## src/rtl/health_ctrl.sv

```systemverilog
// Player health FSM: lives, post-hit invulnerability and shield timing, counted in vsync frames.
// Optional HEALTH_BLINK_EN build flag blinks the hearts while invulnerable.
module health_ctrl #(
  parameter int MAX_LIVES     = 3,
  parameter int SHIELD_FRAMES = 300,
  parameter int INVULN_FRAMES = 60,
  parameter int BLINK_FRAMES  = 8
) (
  input  logic                 clk,
  input  logic                 rst,
  input  logic                 game_en,
  input  logic                 vsync,
  input  logic                 hit,
  input  logic                 heal,
  input  logic                 shield_pickup,
  output logic [2:0]           lives,
  output logic [MAX_LIVES-1:0] heart_en,
  output logic                 is_shielded,
  output logic                 game_over
);

  localparam int CNT_MAX = (SHIELD_FRAMES > INVULN_FRAMES) ? SHIELD_FRAMES : INVULN_FRAMES;
  localparam int CNT_W   = $clog2(CNT_MAX + 1);
  localparam logic [2:0]       LIVES_MAX   = 3'(MAX_LIVES);
  localparam logic [CNT_W-1:0] SHIELD_LOAD = CNT_W'(SHIELD_FRAMES);
  localparam logic [CNT_W-1:0] INVULN_LOAD = CNT_W'(INVULN_FRAMES);

  if (MAX_LIVES < 1 || MAX_LIVES > 7 || SHIELD_FRAMES < 1 || INVULN_FRAMES < 1 || BLINK_FRAMES < 1)
  begin : g_bad_param
    $error("health_ctrl: parameter out of range");
  end

  typedef enum logic [2:0] {IDLE, ALIVE, INVULN, SHIELDED, DEAD} state_t;

  state_t               state, state_nx;
  logic [CNT_W-1:0]     cnt, cnt_nx;
  logic [2:0]           lives_nx;
  logic                 vsync_q, tick;
  logic                 blank_nx;
  logic [MAX_LIVES-1:0] hearts_nx;

  function automatic logic [2:0] heal_sat(input logic [2:0] l);
    return (l >= LIVES_MAX) ? LIVES_MAX : l + 3'd1;
  endfunction

  always_comb begin
    state_nx = state;
    cnt_nx   = cnt;
    lives_nx = lives;
    if (!game_en) begin
      state_nx = IDLE;
      cnt_nx   = '0;
      lives_nx = 3'd0;
    end else begin
      case (state)
        IDLE: begin
          state_nx = ALIVE;
          lives_nx = LIVES_MAX;
          cnt_nx   = '0;
        end
        ALIVE: begin
          // Shield beats a same-cycle hit; a same-cycle heal cancels the hit's life loss.
          if (shield_pickup) begin
            state_nx = SHIELDED;
            cnt_nx   = SHIELD_LOAD;
            if (heal) lives_nx = heal_sat(lives);
          end else if (hit && heal) begin
            state_nx = INVULN;
            cnt_nx   = INVULN_LOAD;
          end else if (hit) begin
            if (lives <= 3'd1) begin
              state_nx = DEAD;
              lives_nx = 3'd0;
              cnt_nx   = '0;
            end else begin
              state_nx = INVULN;
              lives_nx = lives - 3'd1;
              cnt_nx   = INVULN_LOAD;
            end
          end else if (heal) begin
            lives_nx = heal_sat(lives);
          end
        end
        INVULN, SHIELDED: begin
          if (heal) lives_nx = heal_sat(lives);
          if (shield_pickup) begin
            state_nx = SHIELDED;
            cnt_nx   = SHIELD_LOAD;
          end else if (tick) begin
            if (cnt <= CNT_W'(1)) begin
              state_nx = ALIVE;
              cnt_nx   = '0;
            end else begin
              cnt_nx = cnt - CNT_W'(1);
            end
          end
        end
        DEAD: ;
        default: state_nx = IDLE;
      endcase
    end
  end

`ifdef HEALTH_BLINK_EN
  localparam int BW = $clog2(BLINK_FRAMES + 1);

  logic [BW-1:0] blink_cnt, blink_cnt_nx;
  logic          blink_mask, blink_mask_nx;

  // Blink phase restarts on every INVULN entry and is dropped on exit.
  always_comb begin
    blink_cnt_nx  = blink_cnt;
    blink_mask_nx = blink_mask;
    if (state_nx != INVULN || state != INVULN) begin
      blink_cnt_nx  = '0;
      blink_mask_nx = 1'b0;
    end else if (tick) begin
      if (blink_cnt == BW'(BLINK_FRAMES - 1)) begin
        blink_cnt_nx  = '0;
        blink_mask_nx = ~blink_mask;
      end else begin
        blink_cnt_nx = blink_cnt + BW'(1);
      end
    end
  end

  always_ff @(posedge clk or negedge rst) begin
    if (!rst) begin
      blink_cnt  <= '0;
      blink_mask <= 1'b0;
    end else begin
      blink_cnt  <= blink_cnt_nx;
      blink_mask <= blink_mask_nx;
    end
  end

  assign blank_nx = blink_mask_nx;
`else
  assign blank_nx = 1'b0;
`endif

  always_comb begin
    for (int i = 0; i < MAX_LIVES; i++)
      hearts_nx[i] = game_en && !blank_nx && (3'(i) < lives_nx);
  end

  // vsync_q idles high so reset release never manufactures a falling edge.
  always_ff @(posedge clk or negedge rst) begin
    if (!rst) begin
      state       <= IDLE;
      cnt         <= '0;
      lives       <= 3'd0;
      vsync_q     <= 1'b1;
      tick        <= 1'b0;
      heart_en    <= '0;
      is_shielded <= 1'b0;
      game_over   <= 1'b0;
    end else begin
      vsync_q     <= vsync;
      tick        <= vsync_q & ~vsync;
      state       <= state_nx;
      cnt         <= cnt_nx;
      lives       <= lives_nx;
      heart_en    <= hearts_nx;
      is_shielded <= (state_nx == SHIELDED);
      game_over   <= (state_nx == DEAD);
    end
  end

endmodule

```

## config.mk

```make
export PLATFORM = sky130hd
export DESIGN_NAME = health_ctrl
export DESIGN_NICKNAME = d
export VERILOG_FILES = /design/src/rtl/health_ctrl.sv
export SDC_FILE = /design/constraint.sdc
export NUM_CORES = 1
export LEC_CHECK = 0
export BUFFER_PORTS_ARGS = -buffer_cell sky130_fd_sc_hd__buf_2
export CORE_MARGIN = 2
export CORE_UTILIZATION = 35
export DETAILED_ROUTE_END_ITERATION = 12
export RECOVER_POWER = 25
export SYNTH_ARGS = -nofsm -noshare
export SYNTH_HDL_FRONTEND = slang
export SYNTH_SLANG_ARGS = --single-unit
```

## constraint.sdc

```tcl
create_clock -name clk -period 2.3 [get_ports clk]
set_input_delay 0.23 -clock clk [delete_from_list [all_inputs] [get_ports clk]]
set_output_delay 0.23 -clock clk [all_outputs]
set_load 0.01 [all_outputs]
```

# --- Word level (Yosys, flattened, before mapping) ---
# Index checks and enable logic that the tools add are counted.
word_totals:
  ff_bits: 22
classes:
  add_sub_neg: 3
  n_lt_le_gt_ge: 6
  eq_ne: 9
  muxes: 26
  bitwise_logic: 2
  reduce_logical: 7
ops:
  columns: ["operator", "count"]
  rows:
  - ["$mux 9", 7]
  - ["$mux 3", 15]
  - ["$pmux 9 s3", 1]
  - ["$pmux 3 s4", 1]
  - ["$eq 3x2->1 const B", 3]
  - ["$le 9x1->1 const B", 1]
  - ["$pmux 3 s3", 1]
  - ["$sub 9x1->9 const B", 1]
  - ["$eq 3x3->1 const B", 2]
  - ["$lt 1x3->1 const A", 2]
  - ["$mux 6", 1]
  - ["$ne 5x5->1 const B", 1]
  - ["$logic_and 1x1->1", 4]
  - ["$ne 4x1->1 const B", 1]
  - ["$ne 4x4->1 const B", 1]
  - ["$add 3x1->3 const B", 1]
  - ["$eq 3x1->1 const B", 1]
  - ["$ge 3x2->1 const B", 1]
  - ["$le 3x1->1 const B", 1]
  - ["$logic_not 3->1", 1]
  - ["$lt 2x3->1 const A", 1]
  - ["$reduce_and 3->1", 1]
  - ["$sub 3x1->3 const B", 1]
  - ["$reduce_or 2->1", 1]
  - ["other kinds (2)", 2]

# --- Depth between registers and ports, before layout ---
logic_depth:
  depth_word: 10
  mapped_depth: 7

# --- Least setup slack after synthesis ---
# No wires, ideal clock.
synth_path:
  kind: "reg2reg"
  start: "reg lives[1]"
  end: "reg cnt[3]"
  setup_ps: 135
  t_arrival_ps: 1699
  t_required_ps: 2165
  slack_ps: 466
  path_stages_with_launch: 8
  synth_period_minus_slack_ps: 1834
  cell_sequence: "dfrtp_1 > inv_1 > ha_1 > o21ba_1 > a211o_1 > o21a_1 > o31ai_1 > nor4_1"
synth_via:
  elab_chain_len: 7
synth_lines:
  columns: ["element", "line_no", "source"]
  rows:
  - ["start: declaration", "16", "output logic [2:0] lives,"]
  - ["start signal: assignment", "163", "lives <= lives_nx;"]
  - ["$le 3x1->1", "71", "if (lives <= 3'd1) begin"]
  - ["$mux 6", "71", null]
  - ["$mux 9", "70", "end else if (hit) begin"]
  - ["$mux 9", "67", "end else if (hit && heal) begin"]
  - ["$mux 9", "63", "if (shield_pickup) begin"]
  - ["$pmux 9 s3", "55", "case (state)"]
  - ["$mux 9", "50", "if (!game_en) begin"]
  - ["end signal: assignment", "162", "cnt <= cnt_nx;"]
  - ["end: declaration", "36", "logic [CNT_W-1:0] cnt, cnt_nx;"]
# Every way passes these cells. The select of a mux whose other input is x is not followed.
# A chain may end at the register's enable or synchronous reset.

# --- Worst setup path after layout ---
# Same ends and word-level chain as after synthesis.

==> metrics list <==
- Overall die area: 0.00467 mm2
- Worst-margin pin slew: 1.20 ns
* Area added between synthesis and finish: 12.0%
* Setup repair after global routing missed its margin: no
* Clock edge transition at the registers on the reported setup and hold paths: 0.08 ns
- At the later pin of the worst-skew pair, clock insertion delay measures 0.27 ns.
- Sink Count: 22
- The finished cells cover 0.00162 mm2.
- In the final layout, flip-flops and latches occupy 552 um2.
- Initial antenna violation count: 0
- Detailed Route Iter0 Violations: 28
- Number of primary I/O pins: 15
- Mapped Nets: 167
- Die Wd: 68.3 um
* Placement Rows: 23
* Total routing resource utilization after global routing: 17.1%
- The first detailed-routing pass ran for 4 iterations.
* Maximum cell stage delay along the critical path: 0.48 ns
* Clk buf depth: 2
- For this run, the register share of the synthesized area comes to 38.1%.
* Outcome: complete, no violations
- For this design the ratio of total power to cell area is 741 mW/mm2.
- Pwr Total: 1200 uW
* Die Y-Extent: 68.3 um
* Filler cell count in the final layout: 407
* Ratio of cells with drive above 1 in the final layout: 16.0%
- After detailed routing, the number of remaining DRC violations is 0.
- Category of the worst setup path capture point: register
- Area of the core: 0.00400 mm2
- In this run, distinct cell masters in the synthesized netlist total 52.
- Summing all multi-input logic gate instances after layout gives 830 um2.
* H-tree level count: 1
* Proportion of register bits with asynchronous set or reset after synthesis: 100%
* Data required time at the worst endpoint: 2.44 ns
* Final-layout setup total negative slack: 0 ns
- Final Hold Fails: 0
- In the final routed layout, each cell accounts on average for 15.3 um.
- TritonCTS buffer count: 3
- The final critical path takes up 86.9% of the cycle.
- On the final layout, the worst clock skew is 0.00713 ns.
- The number of antenna diodes in the final layout is 0.
- Grouping stages by cell kind, the critical path spends the most delay in compound AO/OA/AOI/OAI gates.
* Bufs and invs on worst path: 1
- Entering global routing, the biggest net connects 23 pins.
- Based on the critical path, the design can be clocked at up to 501 MHz.
* Number of flops mapped to enable cells by yosys: 0
* CP startpoint kind: register
- Number of global-route vias before repair: 1229
- Vias: 1264
- Initial core utilization: 36.2%
- Measured on the finished design, the core utilization comes to 40.5%.
- Worst-path cell chain: inv_1 > ha_1 > o21ba_1 > a211o_1 > o21a_1 > o31ai_1 > nor4_1
- Minimum period implied by the final worst setup slack: 2.00 ns
- Detailed placement ended at an HPWL of 2470 um.
- Synthesis handed over a netlist of 155 instances.
- Setup violations remaining at the end of the flow were counted as 0.
* Number of instances resized during post-cts repair: 0
* FF+latch count, synth: 22
- Crit path max fanout: 10
- TritonCTS clock tree: yes
- Data on the critical path arrives at its endpoint at 2.13 ns.
- Leakage Power: 0.000723 uW
- Classification of the worst-slack hold path: in -> reg
* Overflow after GRT: 0
* Relative slew margins: 20.2%
* Antenna Nets Post-Route: 0
* Overall routed net length: 3340 um
- Library cell used as clock root buffer: clkbuf_8
- Routability-driven placement finished with a final weighted congestion of 0.826.
- VDD IR-drop max: 0.284 mV
- The count of pins over their slew limit was 0.
* Yosys warnings: 0
- Area post-placement: 0.00156 mm2
* WS Path Type: reg -> reg
- Standard cell with the maximum stage delay on the critical path: dfrtp_1
- Mapped Area: 0.00145 mm2
* Global-route wire length before repair: 5930 um
- Count of input and output buffers: 14
* NumNets Final: 182
* Maximum Capacitance Violations: 0
- Vias per Instance: 5.77
- For this run, the leading register cell type out of synthesis is dfrtp_1.
- Per-instance average area after synthesis: 9.34 um2
[cell usage after synthesis, drive strengths merged, types with 4 or more instances]
cell     n  share of area (%)
nand2b   5                2.2
o21ai    4                1.4
dfrtp   21                 36
inv     12                3.1
nor3     5                1.7
nand2    8                2.1
a21oi    7                2.7
a21o     4                2.1
ha       5                4.3
nor4     4                3.2
nand3    4                1.4
nor2    15                3.9
a32oi    4                2.4
a31oi    4                1.7
[what timing repair did]
action | 4_1_cts | 5_1_grt
hold buffers | 1 | 0
endpoints found under the hold margin | 21 | 0
buffers inserted | 0 | 0
[cell families after synthesis]
kind of cell | synth area share, %
flip-flops | 38.1
XOR/XNOR | 1.21
AO/OA/AOI/OAI | 26.0
multiplexers | 1.38
AND/OR/NAND/NOR | 24.4
buffers and inverters | 4.58
adder cells (fa/ha/maj) | 4.32
[registers in the layout (all words and copies together), names as in the netlist]
name         cells
heart_en         3
lives            3
is_shielded      1
cnt              9
vsync_q          1
state            3
game_over        1
tick             1
[area by class of cell]
cell class                 count  area share [%]
timing repair buffer          15            4.78
inverter                      12            2.78
sequential                    22            34.0
tap                           50            3.86
multi-input combinational    116            51.2
clock buffer                   4            3.40
[cell usage in the layout (no fill, tap or decap), drive strengths merged, types with 2 or more instances in the layout]
master	instances
a2111oi	2
a211o	2
a21o	4
a21oi	7
a31oi	4
a32oi	4
and2	3
buf	12
clkbuf	6
dfrtp	21
ha	5
inv	12
mux2i	2
nand2	8
nand2b	5
nand3	4
nand4b	2
nor2	15
nor2b	3
nor3	5
nor3b	2
nor4	4
o2111ai	2
o211ai	3
o21a	2
o21ai	4
o22ai	3
o31a	2
o31ai	3
or2	2
[routing by layer]
layer / track usage, % / share of wire, % / up-vias
met5: 0 / 0 / -
met4: 5.75 / 1.6 / 0
met3: 2.80 / 4.3 / 6
met2: 26.6 / 48 / 32
met1: 23.9 / 46 / 614
li1: - / - / 612
[stage by stage]
stage | instances | hold slack, ns | worst slack [ns]
after floorplan | 155 | -0.0656 | 0.466
after global placement | 214 | 0.222 | 0.395
after detailed placement | 214 | 0.232 | 0.338
after CTS | 219 | 0.0608 | 0.312
after global routing | 219 | 0.0486 | 0.140
final | 219 | 0.0528 | 0.302
[path summary, 6_finish.rpt]
path                       slack [ns]  cells past startpoint  startpoint        to
min                              0.05                      1       vsync   vsync_q
max                              0.30                      7    lives[1]    cnt[3]
min in group asynchronous        0.72                      2         rst  state[2]
max reg2reg                      0.30                      7    lives[1]    cnt[3]
max in group asynchronous        0.86                      2         rst    cnt[4]
min reg2reg                      0.51                      1     vsync_q      tick
[power breakdown]
part | internal (uW) | switching, uW
logic | 186 | 238
clock network | 153 | 131
registers | 431 | 62.1
total | 770 | 432
Note: power is estimated with default switching activity, not from simulation.
